[config.mk]
export PLATFORM = sky130hd
export DESIGN_NAME = video_motion_ctrl
export DESIGN_NICKNAME = d
export VERILOG_FILES = /design/src/rtl/video_motion_pkg.sv /design/src/rtl/video_motion_axis_step.sv /design/src/rtl/video_motion_ctrl.sv
export SDC_FILE = /design/constraint.sdc
export NUM_CORES = 1
export LEC_CHECK = 0
export CORE_UTILIZATION = 40
export DETAILED_ROUTE_END_ITERATION = 10
export PLACE_DENSITY = 0.63
export SLEW_MARGIN = 20
export SYNTH_ARGS = -nofsm -noshare
export SYNTH_HDL_FRONTEND = slang
export SYNTH_HIERARCHICAL = 1
export SYNTH_SLANG_ARGS = --single-unit
export TNS_END_PERCENT = 10
[constraint.sdc]
create_clock -name clk_i -period 8.47 [get_ports clk_i]
set_clock_uncertainty 0.05 [all_clocks]
set_input_delay 0.847 -clock clk_i [delete_from_list [all_inputs] [get_ports clk_i]]
set_output_delay 0.847 -clock clk_i [all_outputs]
set_load 0.01 [all_outputs]
[src/rtl/video_motion_pkg.sv]
// Shared types and reset geometry for the per-frame motion controller.
package video_motion_pkg;

    localparam int COORD_W = 11;
    localparam int AXIS_W  = 12;

    typedef enum logic [1:0] {
        IDLE,
        CALC,
        COMMIT
    } state_t;

    typedef struct packed {
        logic [COORD_W-1:0] x;
        logic [COORD_W-1:0] y;
        logic               dir_x;
        logic               dir_y;
    } obj_state_t;

    function automatic logic [COORD_W-1:0] rst_x(input int k);
        return COORD_W'(100 + 300 * k);
    endfunction

    function automatic logic [COORD_W-1:0] rst_y(input int k);
        return COORD_W'(100 + 150 * k);
    endfunction

    // Objects start staggered; odd objects start moving up, even ones down.
    function automatic obj_state_t obj_rst(input int k);
        obj_state_t o;
        o.x     = rst_x(k);
        o.y     = rst_y(k);
        o.dir_x = 1'b1;
        o.dir_y = ~k[0];
        return o;
    endfunction

endpackage

[src/rtl/video_motion_axis_step.sv]
// Single-axis bounce step: move by STEP toward the current direction, or
// flip direction without moving when the move would leave [0, LIM].
module video_motion_axis_step
    import video_motion_pkg::*;
#(
    parameter int LIM  = 1720,
    parameter int STEP = 10
) (
    input  logic [COORD_W-1:0] pos_i,
    input  logic               dir_i,
    output logic [COORD_W-1:0] pos_o,
    output logic               dir_o
);

    logic [AXIS_W-1:0] pos_ext;
    logic [AXIS_W-1:0] pos_up;

    assign pos_ext = {1'b0, pos_i};
    assign pos_up  = pos_ext + AXIS_W'(STEP);

    // A direction flip holds the position for this update.
    always_comb begin
        pos_o = pos_i;
        dir_o = dir_i;
        if (dir_i) begin
            if (pos_up <= AXIS_W'(LIM)) pos_o = pos_up[COORD_W-1:0];
            else                        dir_o = 1'b0;
        end else begin
            if (pos_ext >= AXIS_W'(STEP)) pos_o = COORD_W'(pos_ext - AXIS_W'(STEP));
            else                          dir_o = 1'b1;
        end
    end

endmodule

[src/rtl/video_motion_ctrl.sv]
// Per-frame motion controller: on each Vblank rise, steps every object once
// (one per enabled cycle) into a working set, then commits the whole set to
// the output registers in a single cycle.
// Optional build macro: VIDEO_MOTION_DIV_EN (update only every FRAME_DIV frames).
module video_motion_ctrl
    import video_motion_pkg::*;
#(
    parameter int NUM_OBJ   = 4,
    parameter int X_MAX     = 1919,
    parameter int Y_MAX     = 1079,
    parameter int OBJ_W     = 200,
    parameter int OBJ_H     = 200,
    parameter int STEP      = 10,
    parameter int FRAME_DIV = 4
) (
    input  logic                       clk_i,
    input  logic                       rst_i,
    input  logic                       cen_i,
    input  logic [1:0]                 vh_blank_i,
    input  logic                       run_i,
    output logic [NUM_OBJ*COORD_W-1:0] obj_x_o,
    output logic [NUM_OBJ*COORD_W-1:0] obj_y_o,
    output logic                       busy_o,
    output logic                       upd_done_o,
    output logic                       overrun_o,
    output logic [15:0]                frame_cnt_o
);

    localparam int IDX_W = (NUM_OBJ > 1) ? $clog2(NUM_OBJ) : 1;
    localparam logic [IDX_W-1:0] IDX_LAST = IDX_W'(NUM_OBJ - 1);

    if (NUM_OBJ < 1 || NUM_OBJ > 8 || FRAME_DIV < 1) begin : g_bad_param
        $error("video_motion_ctrl: NUM_OBJ must be 1..8 and FRAME_DIV >= 1");
    end

    state_t             state_q, state_d;
    logic [IDX_W-1:0]   idx_q, idx_d;
    logic               vblank_q, vblank_d;
    logic [15:0]        frame_cnt_q, frame_cnt_d;
    logic               overrun_q, overrun_d;
    logic               upd_done_q, upd_done_d;
    obj_state_t         work_q  [NUM_OBJ];
    obj_state_t         work_d  [NUM_OBJ];
    logic [COORD_W-1:0] out_x_q [NUM_OBJ];
    logic [COORD_W-1:0] out_x_d [NUM_OBJ];
    logic [COORD_W-1:0] out_y_q [NUM_OBJ];
    logic [COORD_W-1:0] out_y_d [NUM_OBJ];

    logic               trig, start_ok, calc_en, commit_en;
    logic               hblank_unused;
    obj_state_t         cur_obj;
    logic [COORD_W-1:0] x_next, y_next;
    logic               dx_next, dy_next;

    // Only the Vblank edge matters; Hblank is carried in the bus but unused.
    assign hblank_unused = vh_blank_i[0];
    assign trig          = cen_i & vh_blank_i[1] & ~vblank_q;

`ifdef VIDEO_MOTION_DIV_EN
    localparam int DIV_W = (FRAME_DIV > 1) ? $clog2(FRAME_DIV) : 1;
    logic [DIV_W-1:0] div_q, div_d;

    assign start_ok = (div_q == '0);

    // Frame divider: counts every trigger, motion only runs on the zero phase.
    always_comb begin
        div_d = div_q;
        if (trig) div_d = (div_q == DIV_W'(FRAME_DIV - 1)) ? '0 : div_q + DIV_W'(1);
    end

    // Divider register.
    always_ff @(posedge clk_i or posedge rst_i) begin
        if (rst_i) div_q <= '0;
        else       div_q <= div_d;
    end
`else
    assign start_ok = 1'b1;
`endif

    // FSM state register.
    always_ff @(posedge clk_i or posedge rst_i) begin
        if (rst_i) begin
            state_q <= IDLE;
            idx_q   <= '0;
        end else begin
            state_q <= state_d;
            idx_q   <= idx_d;
        end
    end

    // FSM next state: walk idx over every object, then one commit cycle.
    always_comb begin
        state_d = state_q;
        idx_d   = idx_q;
        case (state_q)
            IDLE: begin
                if (trig && run_i && start_ok) begin
                    state_d = CALC;
                    idx_d   = '0;
                end
            end
            CALC: begin
                if (cen_i) begin
                    if (idx_q == IDX_LAST) state_d = COMMIT;
                    else                   idx_d   = idx_q + IDX_W'(1);
                end
            end
            COMMIT: begin
                if (cen_i) state_d = IDLE;
            end
            default: state_d = IDLE;
        endcase
    end

    // FSM outputs: per-state enables, all qualified by the video clock enable.
    always_comb begin
        busy_o     = (state_q != IDLE);
        calc_en    = cen_i && (state_q == CALC);
        commit_en  = cen_i && (state_q == COMMIT);
        upd_done_d = commit_en;
    end

    // Frame bookkeeping: edge detector, frame counter, sticky overrun.
    always_comb begin
        vblank_d    = cen_i ? vh_blank_i[1] : vblank_q;
        frame_cnt_d = frame_cnt_q + {15'd0, trig};
        overrun_d   = overrun_q | (trig & (state_q != IDLE));
    end

    assign cur_obj = work_q[idx_q];

    video_motion_axis_step #(.LIM(X_MAX - OBJ_W + 1), .STEP(STEP)) u_step_x (
        .pos_i (cur_obj.x),
        .dir_i (cur_obj.dir_x),
        .pos_o (x_next),
        .dir_o (dx_next)
    );

    video_motion_axis_step #(.LIM(Y_MAX - OBJ_H + 1), .STEP(STEP)) u_step_y (
        .pos_i (cur_obj.y),
        .dir_i (cur_obj.dir_y),
        .pos_o (y_next),
        .dir_o (dy_next)
    );

    // Working set takes one stepped object per CALC cycle; outputs copy all at COMMIT.
    always_comb begin
        for (int k = 0; k < NUM_OBJ; k++) begin
            work_d[k]  = work_q[k];
            out_x_d[k] = out_x_q[k];
            out_y_d[k] = out_y_q[k];
            if (calc_en && (idx_q == IDX_W'(k))) begin
                work_d[k].x     = x_next;
                work_d[k].y     = y_next;
                work_d[k].dir_x = dx_next;
                work_d[k].dir_y = dy_next;
            end
            if (commit_en) begin
                out_x_d[k] = work_q[k].x;
                out_y_d[k] = work_q[k].y;
            end
        end
    end

    // Datapath and status registers; reset restores the start-of-day geometry.
    always_ff @(posedge clk_i or posedge rst_i) begin
        if (rst_i) begin
            vblank_q    <= 1'b0;
            frame_cnt_q <= '0;
            overrun_q   <= 1'b0;
            upd_done_q  <= 1'b0;
            for (int k = 0; k < NUM_OBJ; k++) begin
                work_q[k]  <= obj_rst(k);
                out_x_q[k] <= rst_x(k);
                out_y_q[k] <= rst_y(k);
            end
        end else begin
            vblank_q    <= vblank_d;
            frame_cnt_q <= frame_cnt_d;
            overrun_q   <= overrun_d;
            upd_done_q  <= upd_done_d;
            for (int k = 0; k < NUM_OBJ; k++) begin
                work_q[k]  <= work_d[k];
                out_x_q[k] <= out_x_d[k];
                out_y_q[k] <= out_y_d[k];
            end
        end
    end

    for (genvar gi = 0; gi < NUM_OBJ; gi++) begin : g_pack
        assign obj_x_o[gi*COORD_W +: COORD_W] = out_x_q[gi];
        assign obj_y_o[gi*COORD_W +: COORD_W] = out_y_q[gi];
    end

    assign upd_done_o  = upd_done_q;
    assign overrun_o   = overrun_q;
    assign frame_cnt_o = frame_cnt_q;

endmodule
==> flow_metrics.py, run 1 <==
metrics = {
    "status": {
        "status": "completed",
    },
    "sta": {
        "slew_violations": 0,
        "period_needed_ns": 4.12,
        "relSlewSlack_pct": 32.3,
        "hold_viol": 0,
        "rsz0062_at_grt": "no",
        "max_freq_mhz": 243,
        "worst_slew_pin_slew_ns": 1.02,
        "worst_hold_slack_ns": 0.413,
        "fin_setup_tns_ns": 0,
        "finalSetupViolCount": 0,
        "post-route-period-util_pct": 48.6,
    },
    "worst_setup_path": {
        "start_kind": "flip-flop",
        "critPathArrivalTime_ns": 4.46,
        "worst_setup_path_end_kind": "flip-flop",
        "r2r-start": "idx_q[1]",
        "critPathMaxFanout": 15,
        "timing.critical_path.from": "idx_q[1]",
        "cp.required_ns": 8.81,
        "critPathKind": "flip-flop to flip-flop",
    },
    "yosys": {
        "synth.avg_cell_area_um2": 14.0,
        "synth_most_common_cell": "mux2_2",
        "netlist_area_um2": 9950,
        "synth_area_leaders": "dfrtp_1 (33%), mux2_2 (21%), dfstp_2 (20%)",
        "synth_seq_cells": 207,
        "syn_inst": 708,
        "synth_top_area_share_pct": 33.5,
        "synth_commonest_cells": "mux2_2 (185), dfrtp_1 (133), dfstp_2 (74), nand2_1 (25), mux4_2 (24)",
        "synth-main-ff-cell": "dfrtp_1",
        "synth_seq_area_share_pct": 53.0,
        "synth_nets": 726,
        "ys_types": 78,
        "async_flop_share_pct": 100,
        "synth_edf_count": 0,
        "ys_warn_count": 6,
        "yosys.area.top_type": "dfrtp_1",
    },
    "cts": {
        "htree_levels": 1,
        "hold_buffers": 0,
        "clock_path_buffers": 3,
        "ctsResizeCount": 0,
        "cts_tree": "built",
        "clock-sinks": 207,
        "clk_latency_ns": 0.52,
        "clk_pin_slew_ns": 0.06,
        "cts_setup_buffers": 0,
        "cts-buffers-inserted": 23,
        "cts_root_buf": "clkbuf_16",
    },
    "die": {
        "ios": 113,
        "row_count": 57,
        "die_w_um": 160,
        "core_region_area_um2": 24300,
        "dieHeight_um": 160,
        "die_area_um2": 25500,
        "initial_core_util_pct": 40.9,
    },
    "global_routing": {
        "overflow": 0,
        "grt_max_degree": 144,
        "grt_pass1_wl_um": 33900,
        "antenna_found_initial": 0,
        "grt_pass1_vias": 6183,
        "grt_use_total_pct": 16.4,
    },
    "finish": {
        "fin_nets": 827,
        "fin_util_pct": 49.5,
        "drive_gt1_share_pct": 44.2,
        "n_antenna_cell": 0,
        "area_growth_pct": 21.1,
        "final.fill_count": 2135,
    },
    "detailed_routing": {
        "drt_iter0_drc": 385,
        "ant_nets": 0,
        "detail_route.wl_per_cell_um": 17.8,
        "drt_wl_total_um": 20500,
        "num_vias": 6066,
        "firstDrtPassIters": 4,
        "drt_drc_violations_left": 0,
        "routed_via_density": 5.27,
    },
    "hold_path": {
        "hold_path.class": "flip-flop to flip-flop",
        "worstHoldStart": "overrun_o",
    },
    "power_and_ir_drop": {
        "finalPower_w": 0.00488,
        "p_per_area_nw_per_um2": 405,
        "vdd_drop_max_uv": 165,
        "p_leak_nw": 5.15,
    },
    "placement": {
        "dp_hpwl_um": 12800,
        "place_congestion": 0.837,
        "port-buffer-count": 111,
    },
    "run": {
        "max_cap_violations": 0,
    },
}
## power breakdown
part	switching [W]	total (W)	leakage [nW]	internal (W)
clock network	0.000399	0.000996	0.376	0.000596
logic	0.00118	0.00225	2.23	0.00106
registers	0.000230	0.00163	2.54	0.00140
## path summary, 6_finish.rpt
| path | end | slack, ns | cells past startpoint |
|---|---|---|---|
| max in group asynchronous | work_q[13] | 6.12 | 3 |
| setup reg to reg | work_q[66] | 4.35 | 11 |
| hold / removal | overrun_o | 0.41 | 1 |
| setup / recovery | work_q[66] | 4.35 | 11 |
| min in group asynchronous | overrun_o | 0.87 | 2 |
| hold reg to reg | overrun_o | 0.41 | 1 |
## placed cells by master, fill, tap and decap left out, types with 3 or more instances in the layout
cell / Yosys / layout
mux2_2: 185 / 185
dfrtp_1: 133 / 132
clkdlybuf4s50_1: 0 / 111
dfstp_2: 74 / 74
nand2_1: 25 / 25
mux4_2: 24 / 24
clkbuf_16: 0 / 23
xnor2_1: 17 / 17
inv_1: 18 / 17
nor2_1: 16 / 16
o21ai_0: 16 / 16
nand3_1: 15 / 14
ha_1: 12 / 12
xor2_1: 10 / 10
nor3_1: 10 / 10
a21oi_1: 9 / 9
clkinv_2: 0 / 6
nand2_2: 5 / 5
nand4_1: 5 / 5
or3_1: 5 / 5
and2_1: 4 / 4
clkbuf_8: 0 / 4
buf_4: 12 / 4
o211ai_1: 4 / 4
or4_4: 3 / 3
or2_2: 3 / 3
a21o_1: 3 / 3
clkbuf_1: 3 / 3
mux2i_1: 3 / 3
o32a_1: 3 / 3
o21ai_1: 3 / 3
o31ai_2: 3 / 3
o22ai_1: 3 / 3
## critical path, cell delays in order (launching register included)
cell,delay (ns)
dfrtp_1,0.85
buf_4,0.42
mux4_2,0.45
inv_1,0.15
ha_1,0.29
nor3b_4,0.24
o21ai_1,0.12
a2111oi_4,0.44
o31ai_2,0.14
o41a_1,0.37
xnor2_1,0.19
mux2_2,0.28
## sequential cells by signal, summed over array words and instances (netlist names)
| signal | flops |
|---|---|
| idx_q | 2 |
| vblank_q | 1 |
| obj_y_o | 44 |
| state_q | 2 |
| work_q | 96 |
| frame_cnt_o | 16 |
| obj_x_o | 44 |
| overrun_o | 1 |
| upd_done_o | 1 |
## kinds of logic after synthesis
| logic type | Yosys count | synth area share [%] |
|---|---|---|
| muxes | 212 | 26.7 |
| DFF | 207 | 53.0 |
| and+or+nand+nor | 118 | 7.17 |
| AOI/OAI and AO/OA | 73 | 5.85 |
| buffers and inverters | 57 | 3.07 |
| xor gates and xnor gates | 29 | 2.70 |
| adders and majority gates | 12 | 1.51 |
## final cells by class
cell class | instances | area (um^2) | share of cell area, %
sequential | 207 | 5270 | 43.8
multi-input combinational | 444 | 4380 | 36.4
timing repair buffer | 115 | 1140 | 9.48
clock buffer | 30 | 642 | 5.33
tap | 324 | 405 | 3.37
clock inverter | 12 | 123 | 1.02
inverter | 18 | 75.1 | 0.624
## metal layers
metal | vias up | GRT usage (%) | wire length, um
li1 | 2799 | - | -
met1 | 3111 | 23.2 | 9660
met2 | 128 | 26.7 | 9620
met3 | 28 | 2.47 | 748
met4 | 0 | 3.76 | 423
met5 | - | 0 | 0
## metrics by stage
step	instances	worst slack (ns)	area, um^2
after global routing	1150	4.07	12000
after detailed placement	1108	4.31	11300
after floorplan	708	2.04	9950
final	1150	4.35	12000
after CTS	1150	4.27	12000
after global placement	1108	4.39	11300
No activity file was read; power rests on OpenSTA's default activity.
==> run 2, diff against run 1 <==
--- a/config.mk
+++ b/config.mk
@@ -7,7 +7,7 @@
 export LEC_CHECK = 0
 export CORE_UTILIZATION = 40
 export DETAILED_ROUTE_END_ITERATION = 10
-export PLACE_DENSITY = 0.63
+export PLACE_DENSITY = 0.65
 export SLEW_MARGIN = 20
 export SYNTH_ARGS = -nofsm -noshare
 export SYNTH_HDL_FRONTEND = slang
==> constraint.sdc (replaced) <==
create_clock -name clk_i -period 3.7 [get_ports clk_i]
set_clock_uncertainty 0.05 [all_clocks]
set_input_delay 0.37 -clock clk_i [delete_from_list [all_inputs] [get_ports clk_i]]
set_output_delay 0.37 -clock clk_i [all_outputs]
set_load 0.01 [all_outputs]
==> run 2 against run 1 <==
  * Design area up 1.2%
  * Largest power group unchanged
  * Combinational power up 140%
  * Non-clock buffer count up 22
  * Critical endpoint is now work_q[36]
  * Die area unchanged
  * Global-route usage up 0.10 points
  * Highest routed layer unchanged
==> flow_metrics.py, run 2 (synthesis results as in run 1) <==
metrics = {
    "status": {
        "status": "completed",
    },
    "placement": {
        "pre_cts_ws_ns": 0.0935,
        "port-buffer-count": 111,
        "place_congestion": 0.867,
        "placed_area_um2": 11500,
        "dp_hpwl_um": 13900,
    },
    "detailed_routing": {
        "firstDrtPassIters": 4,
        "ant_nets": 0,
        "wl_met1_um": 9590,
        "wl_met2_um": 9610,
        "dr.max_layer_used": "met4",
        "wl_met3_um": 932,
        "detail_route.wl_per_cell_um": 17.5,
        "drt_wl_total_um": 20500,
        "routed_via_density": 5.22,
        "drt_drc_violations_left": 0,
        "num_vias": 6110,
        "drt_iter0_drc": 308,
    },
    "finish": {
        "layout_common_cells": "mux2_2 (185), dfrtp_1 (132), clkdlybuf4s50_1 (111)",
        "top_register": "work_q",
        "n_antenna_cell": 0,
        "largest_reg_flops": 96,
        "drive_gt1_share_pct": 45.0,
        "fin_nets": 849,
        "area_growth_pct": 22.5,
        "post-route-cell-area_um2": 12200,
        "final_common_cell": "mux2_2",
    },
    "sta": {
        "layout_setup_ws_ns": 0.196,
        "finalSetupViolCount": 0,
        "worst_slew_pin_slew_ns": 0.832,
        "rsz0062_at_grt": "no",
        "hold_viol": 0,
        "max_freq_mhz": 285,
        "period_needed_ns": 3.50,
        "fin_setup_tns_ns": 0,
        "slew_violations": 0,
        "relSlewSlack_pct": 44.3,
        "worst_hold_slack_ns": 0.326,
        "post-route-period-util_pct": 94.7,
    },
    "worst_setup_path": {
        "critPathArrivalTime_ns": 3.84,
        "critPathKind": "flip-flop to flip-flop",
        "worst_setup_path_end_kind": "flip-flop",
        "start_kind": "flip-flop",
        "cp.required_ns": 4.04,
        "reg2regPathDepth": 10,
        "critPathMaxFanout": 9,
    },
    "cts": {
        "clock_path_buffers": 3,
        "clock-sinks": 207,
        "cts_tree": "built",
        "cts-buffers-inserted": 23,
        "clk_latency_ns": 0.50,
        "clk_pin_slew_ns": 0.06,
        "cts_root_buf": "clkbuf_16",
        "htree_levels": 1,
        "hold_buffers": 0,
    },
    "power_and_ir_drop": {
        "vdd_drop_max_uv": 497,
        "p_leak_nw": 5.24,
        "finalPower_w": 0.0112,
        "p_per_area_nw_per_um2": 918,
    },
    "run": {
        "max_cap_violations": 0,
    },
    "global_routing": {
        "antenna_found_initial": 0,
        "grt_pass1_vias": 6201,
        "grt_max_degree": 47,
        "overflow": 0,
        "grt_pass1_wl_um": 33900,
        "grt_use_total_pct": 16.5,
    },
    "die": {
        "core_region_area_um2": 24300,
        "die_w_um": 160,
        "die_area_um2": 25500,
        "initial_core_util_pct": 40.9,
        "row_count": 57,
        "dieHeight_um": 160,
        "ios": 113,
    },
    "hold_path": {
        "hold_path.class": "input port to asynchronous set/reset pin",
    },
}
[run 2: changes by cell type in the layout (fill, tap and decap cells not counted), moves of 2 or more]
| cell | delta |
|---|---|
| buf_4 | +18 |
| clkbuf_8 | -2 |
| clkbuf_1 | +6 |
| buf_12 | +4 |
[run 2: worst paths after layout]
path                            from          to  slack [ns]
setup / recovery            idx_q[1]  work_q[36]        0.20
hold / removal                 rst_i   overrun_o        0.33
setup reg to reg            idx_q[1]  work_q[36]        0.20
max in group asynchronous      rst_i  work_q[79]        2.40
min in group clk_i         overrun_o   overrun_o        0.41
hold reg to reg            overrun_o   overrun_o        0.41
[run 2: where the power goes]
group          internal, W  leakage (nW)  switching (W)
combinational      0.00259          2.35        0.00274
sequential         0.00321          2.54       0.000512
clock              0.00126         0.346       0.000867
[run 2: cell type report]
class / instances / area (um^2)
Multi-Input combinational cell: 444 / 4380
Sequential cell: 207 / 5270
Fill cell: 2103 / 12100
Clock buffer: 34 / 637
Tap cell: 324 / 405
Inverter: 18 / 71.3
Clock inverter: 7 / 60.1
Timing Repair Buffer: 137 / 1360
[run 2: critical path: stages (launching register included)]
cell,delay (ns)
dfrtp_1,0.57
buf_4,0.30
mux4_2,0.41
inv_1,0.14
ha_1,0.27
o41ai_1,0.36
a21oi_1,0.11
o22a_2,0.31
nor2_1,0.26
o21ai_0,0.28
mux2_2,0.34
[run 2: what timing repair did]
action | CTS | global route
gates resized for setup | 0 | 1
setup buffers | 0 | 3
setup endpoints to repair | 0 | 35
[run 2: per-layer routing]
metal | GRT usage (%) | up-vias
met1 | 23.2 | 3094
li1 | - | 2844
met5 | 0 | -
met4 | 4.15 | 0
met2 | 26.5 | 145
met3 | 2.96 | 27
[run 2: per-stage QoR]
step | utilization (%) | std cells
6_report | 50.1 | 1171
5_1_grt | 50.1 | 1171
4_1_cts | 50.0 | 1168
3_5_place_dp | 47.1 | 1127
3_3_place_gp | 47.1 | 1127
2_1_floorplan | - | 708
